==> config.mk <==
export PLATFORM = sky130hd
export DESIGN_NAME = mci_initiator
export DESIGN_NICKNAME = d
export VERILOG_FILES = /design/src/rtl/memory_controller_interface.sv /design/src/rtl/mci_initiator_pkg.sv /design/src/rtl/mci_timeout_counter.sv /design/src/rtl/mci_initiator.sv
export SDC_FILE = /design/constraint.sdc
export NUM_CORES = 1
export LEC_CHECK = 0
export ABC_CLOCK_PERIOD_IN_PS = 2820
export BUFFER_PORTS_ARGS = -buffer_cell sky130_fd_sc_hd__buf_2
export CAP_MARGIN = 40
export CORE_MARGIN = 2
export CORE_UTILIZATION = 31
export CTS_CLUSTER_SIZE = 40
export DETAILED_ROUTE_END_ITERATION = 8
export HOLD_SLACK_MARGIN = 0.1
export MAX_ROUTING_LAYER = met4
export PLACE_DENSITY = 0.65
export SYNTH_ARGS = -nofsm -noshare
export SYNTH_HDL_FRONTEND = slang
export SYNTH_SLANG_ARGS = --single-unit
==> constraint.sdc <==
create_clock -name i_clk -period 2.82 [get_ports i_clk]
set_input_delay 0.846 -clock i_clk [delete_from_list [all_inputs] [get_ports i_clk]]
set_output_delay 0.846 -clock i_clk [all_outputs]
set_load 0.05 [all_outputs]
==> src/rtl/memory_controller_interface.sv <==
// MCI transport types shared by cache-side initiators and main memory models.
// A request is {valid, rw, addr, data}; a response is {ready, data}.
package memory_controller_interface;

    localparam int MCI_ADDR_LENGTH = 32;
    localparam int MCI_DATA_LENGTH = 64;

    typedef struct packed {
        logic                       valid;
        logic                       rw;
        logic [MCI_ADDR_LENGTH-1:0] addr;
        logic [MCI_DATA_LENGTH-1:0] data;
    } mci_request_t;

    typedef struct packed {
        logic                       ready;
        logic [MCI_DATA_LENGTH-1:0] data;
    } mci_response_t;

endpackage

==> src/rtl/mci_initiator_pkg.sv <==
// Types for the MCI initiator: sequencing states and the latched miss-service command.
package mci_initiator_pkg;

    import memory_controller_interface::*;

    typedef enum logic [2:0] {
        IDLE,
        WB_ISSUE,
        WB_WAIT,
        FILL_ISSUE,
        FILL_WAIT,
        RESP
    } mci_init_state_t;

    typedef struct packed {
        logic                       evict;
        logic [MCI_ADDR_LENGTH-1:0] evict_addr;
        logic [MCI_DATA_LENGTH-1:0] evict_data;
        logic                       fill;
        logic [MCI_ADDR_LENGTH-1:0] fill_addr;
    } mci_cmd_t;

    function automatic logic is_wait(input mci_init_state_t s);
        return (s == WB_WAIT) || (s == FILL_WAIT);
    endfunction

endpackage

==> src/rtl/mci_timeout_counter.sv <==
// Wait-cycle counter: expired pulses on the enabled cycle where the count sits at limit-1.
// A zero limit never expires.
module mci_timeout_counter #(
    parameter int CNT_W = 7
) (
    input  logic             i_clk,
    input  logic             i_rst_n,
    input  logic             i_clear,
    input  logic             i_enable,
    input  logic [CNT_W-1:0] i_limit,
    output logic             o_expired
);
    localparam logic [CNT_W-1:0] ONE = CNT_W'(1);

    logic [CNT_W-1:0] r_count;
    logic             w_at_limit;

    assign w_at_limit = (i_limit != '0) && (r_count == (i_limit - ONE));
    assign o_expired  = i_enable && w_at_limit;

    always_ff @(posedge i_clk or negedge i_rst_n) begin
        if (!i_rst_n) begin
            r_count <= '0;
        end else if (i_clear) begin
            r_count <= '0;
        end else if (i_enable && !w_at_limit) begin
            r_count <= r_count + ONE;
        end
    end

endmodule

==> src/rtl/mci_initiator.sv <==
// Cache-side MCI master: runs an optional victim writeback then an optional block fill
// for one command at a time, returning fill data or a timeout error.
//
// state      | meaning
// IDLE       | ready for a command
// WB_ISSUE   | write request pulse for the victim
// WB_WAIT    | waiting for write ready or timeout
// FILL_ISSUE | read request pulse for the fill block
// FILL_WAIT  | waiting for read ready (data captured) or timeout
// RESP       | response held until the cache consumes it
module mci_initiator
    import memory_controller_interface::*;
    import mci_initiator_pkg::*;
#(
    parameter int TIMEOUT_CYCLES = 64,
    parameter int CNT_W = (TIMEOUT_CYCLES > 0) ? $clog2(TIMEOUT_CYCLES + 1) : 1
) (
    input  logic                       i_clk,
    input  logic                       i_rst_n,
    input  logic                       i_cmd_valid,
    output logic                       o_cmd_ready,
    input  logic                       i_cmd_evict,
    input  logic [MCI_ADDR_LENGTH-1:0] i_cmd_evict_addr,
    input  logic [MCI_DATA_LENGTH-1:0] i_cmd_evict_data,
    input  logic                       i_cmd_fill,
    input  logic [MCI_ADDR_LENGTH-1:0] i_cmd_fill_addr,
    output logic                       o_rsp_valid,
    input  logic                       i_rsp_ready,
    output logic [MCI_DATA_LENGTH-1:0] o_rsp_data,
    output logic                       o_rsp_error,
    output mci_request_t               mem_req,
    input  mci_response_t              mem_res
);
    localparam logic [CNT_W-1:0] LIMIT = CNT_W'(TIMEOUT_CYCLES);

    mci_init_state_t            r_state;
    mci_init_state_t            w_next_state;
    mci_cmd_t                   r_cmd;
    logic [MCI_DATA_LENGTH-1:0] r_rsp_data;
    logic                       r_rsp_error;
    logic                       w_accept;
    logic                       w_cnt_clear;
    logic                       w_cnt_enable;
    logic                       w_expired;

    assign w_accept     = (r_state == IDLE) && i_cmd_valid;
    assign w_cnt_clear  = (r_state == WB_ISSUE) || (r_state == FILL_ISSUE);
    assign w_cnt_enable = is_wait(r_state) && !mem_res.ready;

    mci_timeout_counter #(
        .CNT_W(CNT_W)
    ) u_timeout (
        .i_clk    (i_clk),
        .i_rst_n  (i_rst_n),
        .i_clear  (w_cnt_clear),
        .i_enable (w_cnt_enable),
        .i_limit  (LIMIT),
        .o_expired(w_expired)
    );

    always_ff @(posedge i_clk or negedge i_rst_n) begin
        if (!i_rst_n) begin
            r_state <= IDLE;
        end else begin
            r_state <= w_next_state;
        end
    end

    // Ready wins over a same-cycle expiry because it is tested first.
    always_comb begin
        w_next_state = r_state;
        case (r_state)
            IDLE: begin
                if (w_accept) begin
                    if (i_cmd_evict)     w_next_state = WB_ISSUE;
                    else if (i_cmd_fill) w_next_state = FILL_ISSUE;
                    else                 w_next_state = RESP;
                end
            end
            WB_ISSUE:   w_next_state = WB_WAIT;
            WB_WAIT: begin
                if (mem_res.ready)  w_next_state = r_cmd.fill ? FILL_ISSUE : RESP;
                else if (w_expired) w_next_state = RESP;
            end
            FILL_ISSUE: w_next_state = FILL_WAIT;
            FILL_WAIT: begin
                if (mem_res.ready || w_expired) w_next_state = RESP;
            end
            RESP: begin
                if (i_rsp_ready) w_next_state = IDLE;
            end
            default:    w_next_state = IDLE;
        endcase
    end

    always_ff @(posedge i_clk or negedge i_rst_n) begin
        if (!i_rst_n) begin
            r_cmd       <= '0;
            r_rsp_data  <= '0;
            r_rsp_error <= 1'b0;
        end else if (w_accept) begin
            r_cmd.evict      <= i_cmd_evict;
            r_cmd.evict_addr <= i_cmd_evict_addr;
            r_cmd.evict_data <= i_cmd_evict_data;
            r_cmd.fill       <= i_cmd_fill;
            r_cmd.fill_addr  <= i_cmd_fill_addr;
            r_rsp_data       <= '0;
            r_rsp_error      <= 1'b0;
        end else if ((r_state == FILL_WAIT) && mem_res.ready) begin
            r_rsp_data <= mem_res.data;
        end else if (w_expired) begin
            r_rsp_error <= 1'b1;
        end else if ((r_state == RESP) && i_rsp_ready) begin
            r_rsp_data  <= '0;
            r_rsp_error <= 1'b0;
        end
    end

    always_comb begin
        o_cmd_ready = (r_state == IDLE);
        o_rsp_valid = (r_state == RESP);
        mem_req     = '0;
        case (r_state)
            WB_ISSUE, WB_WAIT: begin
                mem_req.valid = (r_state == WB_ISSUE);
                mem_req.rw    = 1'b1;
                mem_req.addr  = r_cmd.evict_addr;
                mem_req.data  = r_cmd.evict_data;
            end
            FILL_ISSUE, FILL_WAIT: begin
                mem_req.valid = (r_state == FILL_ISSUE);
                mem_req.rw    = 1'b0;
                mem_req.addr  = r_cmd.fill_addr;
            end
            default: ;
        endcase
    end

    assign o_rsp_data  = r_rsp_data;
    assign o_rsp_error = r_rsp_error;

endmodule
==> results_dict.tcl <==
set metrics [dict create \
    routed_via_density 4.76 \
    grt_max_degree 73 \
    criticalPathCategory "reg2out" \
    critical_path.endpoint_type "output pin" \
    postSynth.topFlopCell "sky130_fd_sc_hd__dfrtp_1" \
    rr_endpoint "r_cmd[103]" \
    rsz0062_at_grt "yes" \
    design.final.nets 1167 \
    final_area_um2 12100 \
    multi_input_comb_area_um2 3120 \
    numClockSinks 204 \
    place_hpwl_mm 16.1 \
    clockRootBuffer "sky130_fd_sc_hd__clkbuf_16" \
    place.port_buffers 363 \
    min-delay-path-class "in2async" \
    finalSetupViolations 0 \
    cts_tree "built" \
    worstSetupStartpointType "flip-flop" \
    route.vias.total 6300 \
    maxCapViolations 0 \
    number_of_remaining_drc_errors 0 \
    yosysWarningCount 0 \
    vias_in_the_first_global_route 6349 \
    synth_xor_xnor_area_share 0.00208 \
    synth_fp_nets 802 \
    drv_slew 0 \
    synth_top_area_share 0.606 \
    register_area_um2 5110 \
    grt_antenna_before_repair 1 \
    regToRegStartpoint "r_state[2]" \
    floorplan.die.height_um 169 \
    maxClockFrequency_mhz 362 \
    drive_above_1_share 0.456 \
    worstMarginPinSlew_ns 0.451 \
    netlist_instances 602 \
    path_buf_inv 3 \
    core_region_area_um2 26800 \
    synth_top_family_by_area "multiplexers" \
    finalSetupTns_ns 0 \
    count_of_unique_library_cells_instantiated_by_yosys 38 \
    groute.usage.overall 0.157 \
    fin_crit_ns 2.76 \
    grt-ovfl-total 0 \
    routabilityCongestion 0.822 \
    detailed_place.area_um2 10700 \
    cts_max_path_buffers 3 \
    detail_route.wirelength_mm 23.6 \
    synth_top_area_cell "sky130_fd_sc_hd__dfrtp_1" \
    detail-route-antenna-nets 0 \
    finClkSkew_ns 0.0256 \
    post_cts_hold_buffer_count 0 \
    cpMaxStageDelayCell "sky130_fd_sc_hd__dfrtp_2" \
    required_ns 1.97 \
    synth.cell_area_um2 8430 \
    post_synth_and_or_nand_nor_area_fraction 0.0710 \
    synth.mux.area_fraction 0.175 \
    critical_path_arrival_ns 1.91 \
    hold_ws_ns 0.253 \
    finalHoldViolations 0 \
    synth_compound_gate_area_share 0.115 \
    top_cells_by_area_synth "sky130_fd_sc_hd__dfrtp_1 61%, sky130_fd_sc_hd__mux2_1 15%, sky130_fd_sc_hd__a22o_1 10%" \
    period_share 0.979 \
    clock_buffers_created_by_tritoncts 22 \
    die_area_um2 28500 \
    timing.critical_path.cells "xnor2_2 > nor2_4 > buf_4 > clkbuf_16 > a22o_1 > buf_6" \
    areaGrowthSynthToFinish_pct 44.0 \
    io-pin-count 364 \
    grt_first_pass_wirelength_mm 34.3 \
    fp.dieW_um 169 \
    clk_latency_ns 0.51 \
    drt_pre_antenna_iters 4 \
    synthMostInstantiatedCell "sky130_fd_sc_hd__dfrtp_1" \
    floorplan.rows 60 \
    fill_cells 2458 \
    clk_transition_reported_paths_ns 0.06 \
    synth-async-reset-ratio 1.00 \
    ys_seq_elements 204 \
    cpPeakStageDelay_ns 0.46 \
    worst-r2r-setup-slack_ns 0.68 \
    outcome "finished, final reports clean" \
    cpLargestDelayFamily "buffers and inverters" \
    synth_adder_area_share 0.00148 \
    slew_headroom 0.700 \
    startpoint "r_state[1]" \
    route.detailed.wl_per_inst_um 17.8 \
    htreeDepth 1 \
    start_util 0.314 \
    worst-r2r-cell-count 4 \
    post_synth.cell_area_avg_um2 14.0 \
    cp_max_fo 18 \
    synth_commonest_cells "204 x sky130_fd_sc_hd__dfrtp_1, 110 x sky130_fd_sc_hd__mux2_1, 96 x sky130_fd_sc_hd__a22o_1" \
    synth.yosys.seq_area_share 0.606 \
    initialDrtViolationCount 373 \
    synth_edf_count 0 \
]
## placed cells by master, fill, tap and decap left out, drive strengths merged, types with 2 or more instances in the layout
| master | count |
|---|---|
| buf | 383 |
| dfrtp | 204 |
| mux2 | 129 |
| a22o | 96 |
| and2 | 66 |
| clkbuf | 43 |
| nand2 | 7 |
| nor2 | 6 |
| o21ai | 6 |
| nor3 | 5 |
| inv | 3 |
| nand3 | 3 |
| or3 | 2 |
| and4 | 2 |
| nand3b | 2 |
| o311ai | 2 |
| mux2i | 2 |
| a21oi | 2 |
| a22oi | 2 |
| xnor2 | 2 |
| nor2b | 2 |
| a21o | 2 |
## area by class of cell
type,instances,area share
timing repair buffer,387,0.227
inverter,3,0.000928
sequential,204,0.421
clock buffer,39,0.0590
tap,341,0.0351
antenna,1,0.000206
multi-input combinational,349,0.257
## through the flow
step                       util  setup slack [ns]  std cells
after floorplan               -           0.00350        602
final                     0.453            0.0606       1324
after detailed placement  0.398             0.404       1274
after global routing      0.453           -0.0348       1324
after global placement    0.398             0.437       1274
after CTS                 0.433           -0.0275       1316
## how the worst max path moves through the flow
stage / end / slack, ns / depth (start not counted)
after global routing: mem_req[21] / -0.03 / 6
after floorplan: mem_req[54] / 0.003 / 5
final: mem_req[82] / 0.06 / 6
after detailed placement: mem_req[82] / 0.40 / 5
after CTS: mem_req[82] / -0.03 / 6
after global placement: mem_req[87] / 0.44 / 5
## cells by family (layout without fill, tap and decap cells)
group,count (synthesis),count (layout)
xor gates and xnor gates,2,2
DFF,204,204
muxes,131,131
and+or+nand+nor,100,100
AOI/OAI and AO/OA,115,115
adders and majority gates,1,1
buffers and inverters,49,429
other,0,1
## registers in the layout, indices dropped and copies added (netlist names)
signal             cells
o_rsp_error            1
r_state                3
r_cmd                129
u_timeout.r_count      7
o_rsp_data            64
## timing repair
action | in CTS | in global routing
gates cloned | 1 | 4
endpoints found under the setup margin | 95 | 96
pin swaps | 0 | 2
setup buffers | 2 | 3
resized for setup | 70 | 148
## routing by layer
metal / part of all wire / track usage / up-vias / wire length [µm]
met5: 0 / - / - / 0
met1: 0.41 / 0.191 / 3048 / 9760
met3: 0.074 / 0.0325 / 40 / 1750
li1: - / - / 2921 / -
met2: 0.49 / 0.263 / 291 / 11400
met4: 0.027 / 0.0469 / 0 / 643
Power is left out: the tool's default activity adds up to more than one toggle a clock period on the data nets, which glitch-free logic cannot reach.
